**src/rtl/controlador_multiciclo_if.sv**
```systemverilog
// Control/status bundle between the multicycle controller (master) and the datapath (slave).
interface controlador_multiciclo_if;
  logic [5:0] opcode;
  logic [5:0] funct;
  logic       md_done;
  logic       Load_PC, Load_IR, Load_A, Load_B, Load_ULAOut, RegWrite, Load_HI, Load_LO;
  logic       multStart, divStart;
  logic [1:0] ULAsrcA, ULAsrcB;
  logic [2:0] ULA_select;
  logic [1:0] WriteRegMux, WriteDataMux;
  logic [3:0] state;
  logic       exception;
  logic [1:0] cause;

  modport master (
    input  opcode, funct, md_done,
    output Load_PC, Load_IR, Load_A, Load_B, Load_ULAOut, RegWrite, Load_HI, Load_LO,
    output multStart, divStart, ULAsrcA, ULAsrcB, ULA_select, WriteRegMux, WriteDataMux,
    output state, exception, cause
  );

  modport slave (
    output opcode, funct, md_done,
    input  Load_PC, Load_IR, Load_A, Load_B, Load_ULAOut, RegWrite, Load_HI, Load_LO,
    input  multStart, divStart, ULAsrcA, ULAsrcB, ULA_select, WriteRegMux, WriteDataMux,
    input  state, exception, cause
  );
endinterface

```
**src/rtl/controlador_multiciclo.sv**
```systemverilog
// Multicycle Moore control unit with memory wait states, MULT/DIV handshake and a sticky trap state.
module controlador_multiciclo #(
  parameter int MEM_WAIT   = 0,
  parameter int MD_TIMEOUT = 64
) (
  input logic                      clk,
  input logic                      reset,
  controlador_multiciclo_if.master bus
);

  localparam logic [3:0] S_FETCH      = 4'd0;
  localparam logic [3:0] S_FETCH_WAIT = 4'd1;
  localparam logic [3:0] S_DECODE     = 4'd2;
  localparam logic [3:0] S_REGREAD    = 4'd3;
  localparam logic [3:0] S_EXEC       = 4'd4;
  localparam logic [3:0] S_MD_WAIT    = 4'd5;
  localparam logic [3:0] S_LOAD_HILO  = 4'd6;
  localparam logic [3:0] S_WRITEBACK  = 4'd7;
  localparam logic [3:0] S_EXCEPT     = 4'd8;

  localparam logic [2:0] OP_ADD  = 3'd0;
  localparam logic [2:0] OP_SUB  = 3'd1;
  localparam logic [2:0] OP_AND  = 3'd2;
  localparam logic [2:0] OP_ADDI = 3'd3;
  localparam logic [2:0] OP_MULT = 3'd4;
  localparam logic [2:0] OP_DIV  = 3'd5;
  localparam logic [2:0] OP_MFHI = 3'd6;
  localparam logic [2:0] OP_MFLO = 3'd7;

  localparam logic [3:0] WAIT_LAST = (MEM_WAIT > 0) ? 4'(MEM_WAIT - 1) : 4'd0;
  localparam logic [7:0] MD_LAST   = 8'(MD_TIMEOUT - 1);

  logic [3:0] r_state, w_nextState;
  logic [3:0] r_waitCnt;
  logic [7:0] r_mdCnt;
  logic [2:0] r_opClass, w_opClass;
  logic       w_legal;
  logic [1:0] r_cause;
  logic       w_mdTimeout;

  always_comb begin
    w_opClass = OP_ADD;
    w_legal   = 1'b0;
    if (bus.opcode == 6'h00) begin
      w_legal = 1'b1;
      case (bus.funct)
        6'h20:   w_opClass = OP_ADD;
        6'h22:   w_opClass = OP_SUB;
        6'h24:   w_opClass = OP_AND;
        6'h18:   w_opClass = OP_MULT;
        6'h1A:   w_opClass = OP_DIV;
        6'h10:   w_opClass = OP_MFHI;
        6'h12:   w_opClass = OP_MFLO;
        default: w_legal   = 1'b0;
      endcase
    end else if (bus.opcode == 6'h08) begin
      w_legal   = 1'b1;
      w_opClass = OP_ADDI;
    end
  end

  // md_done has priority over the timeout when both happen in the same cycle
  assign w_mdTimeout = !bus.md_done && (r_mdCnt == MD_LAST);

  always_comb begin
    w_nextState = r_state;
    case (r_state)
      S_FETCH:      w_nextState = (MEM_WAIT > 0) ? S_FETCH_WAIT : S_DECODE;
      S_FETCH_WAIT: if (r_waitCnt == WAIT_LAST) w_nextState = S_DECODE;
      S_DECODE:     w_nextState = S_REGREAD;
      S_REGREAD:    w_nextState = w_legal ? S_EXEC : S_EXCEPT;
      S_EXEC:       w_nextState = (r_opClass == OP_MULT || r_opClass == OP_DIV) ? S_MD_WAIT
                                                                                 : S_WRITEBACK;
      S_MD_WAIT: begin
        if (bus.md_done)  w_nextState = S_LOAD_HILO;
        else if (w_mdTimeout) w_nextState = S_EXCEPT;
      end
      S_LOAD_HILO:  w_nextState = S_FETCH;
      S_WRITEBACK:  w_nextState = S_FETCH;
      S_EXCEPT:     w_nextState = S_EXCEPT;
      default:      w_nextState = S_FETCH;
    endcase
  end

  // Counters sit at zero outside their state, so they are already cleared on entry
  always_ff @(posedge clk) begin
    if (reset) begin
      r_state   <= S_FETCH;
      r_waitCnt <= 4'd0;
      r_mdCnt   <= 8'd0;
      r_opClass <= OP_ADD;
      r_cause   <= 2'b00;
    end else begin
      r_state   <= w_nextState;
      r_waitCnt <= (r_state == S_FETCH_WAIT) ? r_waitCnt + 4'd1 : 4'd0;
      r_mdCnt   <= (r_state == S_MD_WAIT) ? r_mdCnt + 8'd1 : 8'd0;
      if (r_state == S_REGREAD) r_opClass <= w_opClass;
      if (r_state == S_REGREAD && !w_legal) r_cause <= 2'b01;
      else if (r_state == S_MD_WAIT && w_mdTimeout) r_cause <= 2'b10;
    end
  end

  // Outputs are forced low while reset is held, even before the register has been cleared
  always_comb begin
    bus.Load_PC      = 1'b0;
    bus.Load_IR      = 1'b0;
    bus.Load_A       = 1'b0;
    bus.Load_B       = 1'b0;
    bus.Load_ULAOut  = 1'b0;
    bus.RegWrite     = 1'b0;
    bus.Load_HI      = 1'b0;
    bus.Load_LO      = 1'b0;
    bus.multStart    = 1'b0;
    bus.divStart     = 1'b0;
    bus.ULAsrcA      = 2'b00;
    bus.ULAsrcB      = 2'b00;
    bus.ULA_select   = 3'b000;
    bus.WriteRegMux  = 2'b00;
    bus.WriteDataMux = 2'b00;
    bus.state        = 4'd0;
    bus.exception    = 1'b0;
    bus.cause        = 2'b00;
    if (!reset) begin
      bus.state = r_state;
      bus.cause = r_cause;
      case (r_state)
        S_FETCH: begin
          bus.Load_PC    = 1'b1;
          bus.ULAsrcB    = 2'b01;
          bus.ULA_select = 3'b001;
        end
        S_DECODE:  bus.Load_IR = 1'b1;
        S_REGREAD: begin
          bus.Load_A = 1'b1;
          bus.Load_B = 1'b1;
        end
        S_EXEC: begin
          case (r_opClass)
            OP_ADD, OP_SUB, OP_AND, OP_ADDI: begin
              bus.Load_ULAOut = 1'b1;
              bus.ULAsrcA     = 2'b01;
              bus.ULAsrcB     = (r_opClass == OP_ADDI) ? 2'b10 : 2'b00;
              bus.ULA_select  = (r_opClass == OP_SUB) ? 3'b010 :
                                (r_opClass == OP_AND) ? 3'b011 : 3'b001;
            end
            OP_MULT: bus.multStart = 1'b1;
            OP_DIV:  bus.divStart  = 1'b1;
            default: ;
          endcase
        end
        S_LOAD_HILO: begin
          bus.Load_HI = 1'b1;
          bus.Load_LO = 1'b1;
        end
        S_WRITEBACK: begin
          bus.RegWrite     = 1'b1;
          bus.WriteRegMux  = (r_opClass == OP_ADDI) ? 2'b01 : 2'b00;
          bus.WriteDataMux = (r_opClass == OP_MFHI) ? 2'b01 :
                             (r_opClass == OP_MFLO) ? 2'b10 : 2'b00;
        end
        S_EXCEPT: bus.exception = 1'b1;
        default: ;
      endcase
    end
  end

endmodule

```
**src/flat_wrapper.sv**
```systemverilog
// flat-port wrapper written by rule: the top's interface ports become plain ports
module controlador_multiciclo_flat 
#(
  parameter int MEM_WAIT   = 0,
  parameter int MD_TIMEOUT = 64
)
  (clk, reset, bus_opcode, bus_funct, bus_md_done, bus_Load_PC, bus_Load_IR, bus_Load_A, bus_Load_B, bus_Load_ULAOut, bus_RegWrite, bus_Load_HI, bus_Load_LO, bus_multStart, bus_divStart, bus_ULAsrcA, bus_ULAsrcB, bus_ULA_select, bus_WriteRegMux, bus_WriteDataMux, bus_state, bus_exception, bus_cause);
  controlador_multiciclo_if bus_i ();
  input logic clk;
  input logic reset;
  input wire logic [$bits(bus_i.opcode)-1:0] bus_opcode;
  input wire logic [$bits(bus_i.funct)-1:0] bus_funct;
  input wire logic [$bits(bus_i.md_done)-1:0] bus_md_done;
  output wire logic [$bits(bus_i.Load_PC)-1:0] bus_Load_PC;
  output wire logic [$bits(bus_i.Load_IR)-1:0] bus_Load_IR;
  output wire logic [$bits(bus_i.Load_A)-1:0] bus_Load_A;
  output wire logic [$bits(bus_i.Load_B)-1:0] bus_Load_B;
  output wire logic [$bits(bus_i.Load_ULAOut)-1:0] bus_Load_ULAOut;
  output wire logic [$bits(bus_i.RegWrite)-1:0] bus_RegWrite;
  output wire logic [$bits(bus_i.Load_HI)-1:0] bus_Load_HI;
  output wire logic [$bits(bus_i.Load_LO)-1:0] bus_Load_LO;
  output wire logic [$bits(bus_i.multStart)-1:0] bus_multStart;
  output wire logic [$bits(bus_i.divStart)-1:0] bus_divStart;
  output wire logic [$bits(bus_i.ULAsrcA)-1:0] bus_ULAsrcA;
  output wire logic [$bits(bus_i.ULAsrcB)-1:0] bus_ULAsrcB;
  output wire logic [$bits(bus_i.ULA_select)-1:0] bus_ULA_select;
  output wire logic [$bits(bus_i.WriteRegMux)-1:0] bus_WriteRegMux;
  output wire logic [$bits(bus_i.WriteDataMux)-1:0] bus_WriteDataMux;
  output wire logic [$bits(bus_i.state)-1:0] bus_state;
  output wire logic [$bits(bus_i.exception)-1:0] bus_exception;
  output wire logic [$bits(bus_i.cause)-1:0] bus_cause;
  assign bus_i.opcode = bus_opcode;
  assign bus_i.funct = bus_funct;
  assign bus_i.md_done = bus_md_done;
  assign bus_Load_PC = bus_i.Load_PC;
  assign bus_Load_IR = bus_i.Load_IR;
  assign bus_Load_A = bus_i.Load_A;
  assign bus_Load_B = bus_i.Load_B;
  assign bus_Load_ULAOut = bus_i.Load_ULAOut;
  assign bus_RegWrite = bus_i.RegWrite;
  assign bus_Load_HI = bus_i.Load_HI;
  assign bus_Load_LO = bus_i.Load_LO;
  assign bus_multStart = bus_i.multStart;
  assign bus_divStart = bus_i.divStart;
  assign bus_ULAsrcA = bus_i.ULAsrcA;
  assign bus_ULAsrcB = bus_i.ULAsrcB;
  assign bus_ULA_select = bus_i.ULA_select;
  assign bus_WriteRegMux = bus_i.WriteRegMux;
  assign bus_WriteDataMux = bus_i.WriteDataMux;
  assign bus_state = bus_i.state;
  assign bus_exception = bus_i.exception;
  assign bus_cause = bus_i.cause;
  controlador_multiciclo #(.MEM_WAIT(MEM_WAIT), .MD_TIMEOUT(MD_TIMEOUT)) u_core (.clk(clk), .reset(reset), .bus(bus_i));
endmodule
```
**config.mk**
```make
export PLATFORM = sky130hd
export DESIGN_NAME = controlador_multiciclo_flat
export DESIGN_NICKNAME = d
export VERILOG_FILES = /design/src/rtl/controlador_multiciclo_if.sv /design/src/rtl/controlador_multiciclo.sv /design/src/flat_wrapper.sv
export SDC_FILE = /design/constraint.sdc
export NUM_CORES = 1
export LEC_CHECK = 0
export BUFFER_PORTS_ARGS = -buffer_cell sky130_fd_sc_hd__buf_2
export CAP_MARGIN = 30
export CORE_MARGIN = 2
export CORE_UTILIZATION = 50
export CTS_BUF_LIST = sky130_fd_sc_hd__clkbuf_8 sky130_fd_sc_hd__clkbuf_16
export DETAILED_ROUTE_END_ITERATION = 7
export GPL_TIMING_DRIVEN = 0
export PLACE_DENSITY = 0.82
export SYNTH_ARGS = -nofsm -noshare
export SYNTH_HDL_FRONTEND = slang
export SYNTH_SLANG_ARGS = --single-unit
```
**constraint.sdc**
```tcl
create_clock -name clk -period 1.9 [get_ports clk]
set_input_delay 0.19 -clock clk [delete_from_list [all_inputs] [get_ports clk]]
set_output_delay 0.19 -clock clk [all_outputs]
set_load 0.02 [all_outputs]
```
==> metrics, run 1 <==
post-synthesis sequential area ratio=between 30% and 40%; Post-Synth Adder-Cell Area=2.81%; Die Ht=55.7 µm; H-tree depth=1; Vias=1363; Final Skew=6.22 ps; worst-skew pair later-pin latency=between 200 and 300 ps; Cell Chain, Critical Path=or3_4 > or2_4 > nor2_4 > and3_4 > buf_6; clock buffer depth=2; ant diodes=0; multi-input logic area=825 µm²; CP max FO=4; Hold Path Depth=3; Final setup viols=0; post-synth cell types=46; initial DRC count=36; cell taking the most area after synthesis=dfxtp_1; Peak Freq=532 MHz; routed wire length=3390 µm; Worst path top cell family by delay=simple AND/OR/NAND/NOR gates; DR WL/cell=roughly 14 µm; TritonCTS clock tree=built; mean area per synthesized cell=8.15 µm²; Setup TNS=0 ps; R2R depth=5; worst setup margin=approximately 19 ps; CTS sink count=21; XOR/XNOR Fraction of Synth Area=6.55%; most frequent cell after synthesis=nor2_1; top-area cell type share of the netlist area=31.5%; Place WS=130 ps; simple-gate share of the synthesized area=a little over a third; Syn Std Cell Area=between 1000 and 1500 µm²; nature of the critical path startpoint=register; vias in the first global route=1382; Cell Rows=18; Slowest cell on crit path=or3_4; fillcell total=206; Setup crit end kind=primary output; die width=55.7 µm; DRC=0; initial antenna violation count=0; maxcap violations=0; Hold Fails Final Rpt=0; total CTS buffers=3; Tmin final=about 1900 ps; final cell count without fillers=approximately 240; register area=around 430 µm²; min-delay worst type=primary input to register; pin count of the biggest net entering global routing=13; total power=0.928 mW; Compound-Gate Fraction of Synth Area=about 15%; largest cells by area after synthesis=dfxtp_1 (31%), nor2_1 (6.2%), buf_4 (4.5%); RSZ-0062 raised after global routing=true; Critical Path AT=1690 ps; grt ovf=0; WHS=between 200 and 250 ps; Core Footprint=2500 µm²; NumNets Final=between 200 and 250; drt first pass iters=4; vias per std cell=5.70; Worst-path clk slew=80 ps; Synth Flop Type=dfxtp_1; main combinational cell family by area after synthesis=simple AND/OR/NAND/NOR gates; number of cells on the critical path=5; kind of critical path=register to primary output; asr flop ratio synth=0%; Leakage=0.741 nW; GRT Util Overall=22.8%; post-DP HPWL=between 2000 and 3000 µm; crit-path max cell delay=between 300 and 400 ps; Ys Warns=0; ratio of final minimum period to clock period=approximately 100%; most frequent cells after synthesis=nor2_1 (22), dfxtp_1 (21), inv_1 (10); Starting Density=53.5%; peak supply drop=0.467 mV; port bufs=39; mux cell area share after synthesis=0%; flops & latches, synth=21; placed instance count=235; global-route wire length before repair=5750 µm; ratio of cells with drive above 1 in the final layout=32.5%; GPL Wtd Cong=0.850; Area Overhead vs Synth=24.4%; max-slew violation count=0; status=finished clean; Post-synth EDFFs=0; CP Buf/Inv Count=1; synthesized instance count=164; Die Footprint=3100 µm²; Root Driver=clkbuf_8; post-route ant nets=0; number of top-level pins=43; WP data required=1710 ps; Power Dens Cells=558 nW/µm²
## area by class of cell
| cell class | count | area share [%] |
|---|---|---|
| inverters | 10 | 2.26 |
| clock buffers | 3 | 2.48 |
| well taps | 30 | 2.26 |
| multi-input cells | 123 | 49.6 |
| plain buffers | 10 | 3.99 |
| clock inverters | 1 | 0.301 |
| flip-flops and latches | 21 | 26.0 |
| repair buffers | 41 | 13.2 |
## registers in the layout, summed over array words and instances (netlist names)
signal	flops
u_core.r_state	4
u_core.r_cause	2
u_core.r_waitCnt	4
u_core.r_mdCnt	8
u_core.r_opClass	3
## cells in the final DEF, fill, tap and decap left out, types with 2 or more instances in the layout
| master | count |
|---|---|
| nor3b_1 | 2 |
| a2111oi_4 | 2 |
| inv_1 | 10 |
| clkbuf_8 | 3 |
| a21oi_1 | 7 |
| ha_1 | 3 |
| buf_4 | 10 |
| and3_1 | 3 |
| nand4_1 | 2 |
| dfxtp_4 | 3 |
| o211a_1 | 2 |
| or3_1 | 3 |
| nor3_1 | 8 |
| conb_1 | 3 |
| nand2_1 | 9 |
| nor2_1 | 22 |
| nand3_1 | 5 |
| dfxtp_1 | 18 |
| buf_2 | 38 |
| xor2_1 | 6 |
| o21ai_0 | 4 |
| nor2b_1 | 8 |
| nor4_1 | 2 |
| xnor2_1 | 4 |
| nand2b_1 | 3 |
## worst paths after layout
| check | from | slack [ps] | endpoint |
|---|---|---|---|
| max | u_core.r_state[0]$_SDFFE_PP0P_ | 20 | bus_ULAsrcB[1] |
| min | bus_opcode[3] | 250 | u_core.r_opClass[2]$_SDFFE_PP0P_ |
| max reg2reg | u_core.r_state[1]$_SDFFE_PP0P_ | 220 | u_core.r_state[1]$_SDFFE_PP0P_ |
| min reg2reg | u_core.r_waitCnt[0]$_SDFF_PP0_ | 480 | u_core.r_waitCnt[0]$_SDFF_PP0_ |
## tightest hold or removal path: stages
cell and delay, ps:
buf_2 110, or4_1 110, a21oi_1 60
## per-layer routing
metal	wire length, µm	GRT usage, %
met4	89	12.2
met5	0	0
met3	133	3.02
met1	1390	25.6
met2	1770	41.2
## report_power, final
part           total, mW  internal (mW)  leakage [nW]  switching (mW)
Clock              0.310          0.147        0.0255           0.163
Combinational      0.163         0.0643         0.543          0.0983
Sequential         0.456          0.447         0.172         0.00897
## logic make-up after synthesis
group | after synthesis
adders and majority gates | 3
xor gates and xnor gates | 10
buffers and inverters | 22
DFF | 21
AOI/OAI and AO/OA | 24
and+or+nand+nor | 83
other | 1
## per-stage QoR
stage,cell area [µm²],utilization [%]
after floorplan,1340,-
after global placement,1580,63.1
after global routing,1660,66.5
after detailed placement,1580,63.1
final,1660,66.5
after CTS,1650,66.0
## repair_timing
action                                  4_1_cts  5_1_grt
setup buffers                                 1        1
endpoints found under the setup margin        9        8
pin swaps                                     3        3
hold buffers                                  0        0
gates resized for setup                      10        4
Note: power is estimated with default switching activity, not from simulation.
==> run 2: changes to the inputs <==
Settings changed: ABC_AREA from default to 1, CORE_MARGIN 2 to 1.5.
Clock period 1.9 ns to 2.05 ns, I/O delays scaled along.
==> run 2 against run 1 <==
Effect of this change:
- critical path depth increased by 1
- routed wire length decreased by 21%
- global-route usage decreased by 3.2 points
- worst hold slack got worse by 75 ps
- design area decreased by 3.2%
- cell count increased by 13%
- power decreased by 10%
- register-to-register slack improved by 390 ps
- synthesized cell count increased by 20%
- sequential share of layout area increased by 0.17 points
- area after synthesis decreased by 0.66%
- via count decreased by 6.1%
- critical path type unchanged
- critical endpoint is now bus_ULA_select[0]
- largest power group unchanged
- highest routed layer unchanged
==> metrics, run 2 <==
R2R depth=8 (was 5); Setup TNS=0 ps (unchanged); commonest cells after routing, fill and taps aside=buf_2 (38), inv_1 (35), nor2_1 (28), nand2_1 (25), dfxtp_1 (21) (was buf_2 (38), nor2_1 (22), dfxtp_1 (18), buf_4 (10), inv_1 (10)); maxcap violations=0 (unchanged); WHS=170 ps (was 245 ps); Root Driver=clkbuf_8 (unchanged); total power=0.836 mW (was 0.928 mW); initial DRC count=17 (was 36); CTS sink count=21 (unchanged); ant diodes=0 (unchanged); die width=54.5 µm (was 55.7 µm); most frequent cells after synthesis=inv_1 (35), nor2_1 (28), nand2_1 (25) (was nor2_1 (22), dfxtp_1 (21), inv_1 (10)); min-delay worst type=primary input to register (unchanged); GRT Util Overall=19.6% (was 22.8%); Post-CTS Hold Buffers=0 (unchanged); post-placement cell area=1560 µm² (was 1580 µm²); post-DP HPWL=2200 µm (was 2570 µm); peak supply drop=0.424 mV (was 0.467 mV); mux cell area share after synthesis=0% (unchanged); CP max FO=5 (was 4); Final setup viols=0 (unchanged); flops & latches, synth=21 (unchanged); NumNets Final=259 (was 228); Die Footprint=2970 µm² (was 3100 µm²); post-synthesis sequential area ratio=31.7% (was 31.5%); commonest non-fill, non-tap cell in the layout=buf_2 (unchanged); Setup crit end kind=primary output (unchanged); Cell Rows=18 (unchanged); GPL Wtd Cong=0.826 (was 0.850); H-tree depth=1 (unchanged); vias per std cell=4.74 (was 5.70); Synth Flop Type=dfxtp_1 (unchanged); ratio of cells with drive above 1 in the final layout=30.4% (was 32.5%); Worst R2R Start=u_core.r_mdCnt[0]$_SDFF_PP0_ (was u_core.r_state[1]$_SDFFE_PP0P_); DR WL/cell=9.93 µm (was 14.2 µm); Final Skew=0.592 ps (was 6.22 ps); clock buffer depth=2 (unchanged); status=finished clean (unchanged); Power Dens Cells=519 nW/µm² (was 558 nW/µm²); worst-skew pair later-pin latency=260 ps (was 270 ps); Crit path top cell by count=o21ai_0; slack of the worst reg-to-reg path=610 ps (was 220 ps); synthesized instance count=196 (was 164); largest cells by area after synthesis=dfxtp_1 (32%), inv_1 (9.9%), nor2_1 (7.9%) (was dfxtp_1 (31%), nor2_1 (6.2%), buf_4 (4.5%)); XOR/XNOR Fraction of Synth Area=0.660% (was 6.55%); nature of the critical path startpoint=register (unchanged); Ys Warns=0 (unchanged); Post-Synth Adder-Cell Area=2.83% (was 2.81%); Cell Chain, Critical Path=nor2_1 > nand2_1 > nor3_2 > o21ai_0 > o21ai_0 > buf_2 (was or3_4 > or2_4 > nor2_4 > and3_4 > buf_6); most frequent cell after synthesis=inv_1 (was nor2_1); CTS resizes=0 (was 10); global-route wire length before repair=4200 µm (was 5750 µm); post-route ant nets=0 (unchanged); final cell count without fillers=270 (was 239); main combinational cell family by area after synthesis=simple AND/OR/NAND/NOR gates (unchanged); mean area per synthesized cell=6.77 µm² (was 8.15 µm²); number of cells on the critical path=6 (was 5); Crit Reg-Reg Endpoint=u_core.r_state[0]$_SDFFE_PP0P_ (was u_core.r_state[1]$_SDFFE_PP0P_); max-slew violation count=0 (unchanged); port bufs=38 (was 39); WP data required=1850 ps (was 1710 ps); Slowest cell on crit path=dfxtp_1 (was or3_4); Largest register FFs=8 (unchanged); kind of critical path=register to primary output (unchanged); top-area cell type share of the netlist area=31.7% (was 31.5%); Critical Path AT=1600 ps (was 1690 ps); drt first pass iters=4 (unchanged); pin count of the biggest net entering global routing=13 (unchanged); Worst path top cell family by delay=simple AND/OR/NAND/NOR gates (unchanged); placed instance count=266 (was 235); TritonCTS clock tree=built (unchanged); Area Overhead vs Synth=21.2% (was 24.4%); Peak Freq=approximately 560 MHz; initial antenna violation count=0 (unchanged); cell taking the most area after synthesis=dfxtp_1 (unchanged); asr flop ratio synth=0% (unchanged); Compound-Gate Fraction of Synth Area=10.7% (was 15.3%); Regs by FF count=u_core.r_mdCnt: 8 flops, u_core.r_state: 4 flops, u_core.r_waitCnt: 4 flops (unchanged); Syn Std Cell Area=1330 µm² (was 1340 µm²); Core Footprint=2500 µm² (unchanged); post-synth cell types=34 (was 46); vias in the first global route=1022 (was 1382); CP endpoint=bus_ULA_select[0] (was bus_ULAsrcB[1]); Hold Fails Final Rpt=0 (unchanged); Die Ht=54.5 µm (was 55.7 µm); number of top-level pins=43 (unchanged); Leakage=0.832 nW (was 0.741 nW); routed wire length=2680 µm (was 3390 µm); Worst-path clk slew=80 ps (about the same); Vias=1280 (was 1363); RSZ-0062 raised after global routing=false (was true); DRC=0 (unchanged); Top reg by flops=u_core.r_mdCnt (unchanged); CP Launch Point=u_core.r_state[0]$_SDFFE_PP0P_ (unchanged); Starting Density=53.1% (was 53.5%); crit-path max cell delay=380 ps (about the same); CP Buf/Inv Count=1 (unchanged); ratio of final minimum period to clock period=87.8%; simple-gate share of the synthesized area=38.5% (was 35.1%); Setup Buffers After CTS=0 (was 1); total CTS buffers=3 (unchanged); grt ovf=0 (unchanged); Tmin final=between 1500 and 2000 ps; Post-synth EDFFs=0 (unchanged); Finished Cell Area=1610 µm² (was 1660 µm²)
## run 2: power by group
group,leakage (nW),switching (mW),internal (mW)
clock network,0.0255,0.139,0.136
registers,0.170,0.0129,0.418
logic,0.636,0.0839,0.0466
total,0.832,0.236,0.600
## run 2: worst min-delay path by stage
stage,from,to,cells past startpoint
finish,reset,u_core.r_cause[0]$_SDFFE_PP0P_,2
global route,reset,u_core.r_cause[0]$_SDFFE_PP0P_,2
CTS,reset,u_core.r_cause[0]$_SDFFE_PP0P_,2
detailed placement,reset,u_core.r_cause[0]$_SDFFE_PP0P_,2
global placement,reset,u_core.r_cause[0]$_SDFFE_PP0P_,2
floorplan,bus_funct[3],u_core.r_opClass[1]$_SDFFE_PP0P_,2
## run 2: final cells by class
type | instances | area [µm²]
multi-input cells | 131 | 711
clock buffers | 3 | 41.3
inverters | 38 | 144
plain buffers | 8 | 60.1
clock inverters | 1 | 5.00
well taps | 30 | 37.5
fillers | 253 | 891
repair buffers | 38 | 190
flip-flops and latches | 21 | 420
## run 2: cell families after synthesis
| family | after synthesis |
|---|---|
| other | 1 |
| XOR/XNOR | 1 |
| AO/OA/AOI/OAI | 25 |
| buffers and inverters | 46 |
| flip-flops | 21 |
| adder cells (fa/ha/maj) | 3 |
| AND/OR/NAND/NOR | 99 |
## run 2: routing by layer
metal	up-vias	routed length [µm]	global-route usage, %
met5	-	0	0
met4	0	55	8.75
met3	5	109	3.28
met2	34	1200	30.9
met1	544	1320	26.0
li1	697	-	-
## run 2: worst reg2reg max path, stage by stage (launching register included)
cell and delay, ps:
dfxtp_1 370, ha_1 200, nand2_2 80, nor2_4 130, nand4_1 140, nand3_1 130, nand2_2 90, o21ai_0 150
inv_1 50
## run 2: per-stage QoR
step,worst slack [ps],utilization (%)
floorplan,333,-
global placement,584,62.5
detailed placement,556,62.5
CTS,260,64.4
global route,153,64.4
finish,249,64.4
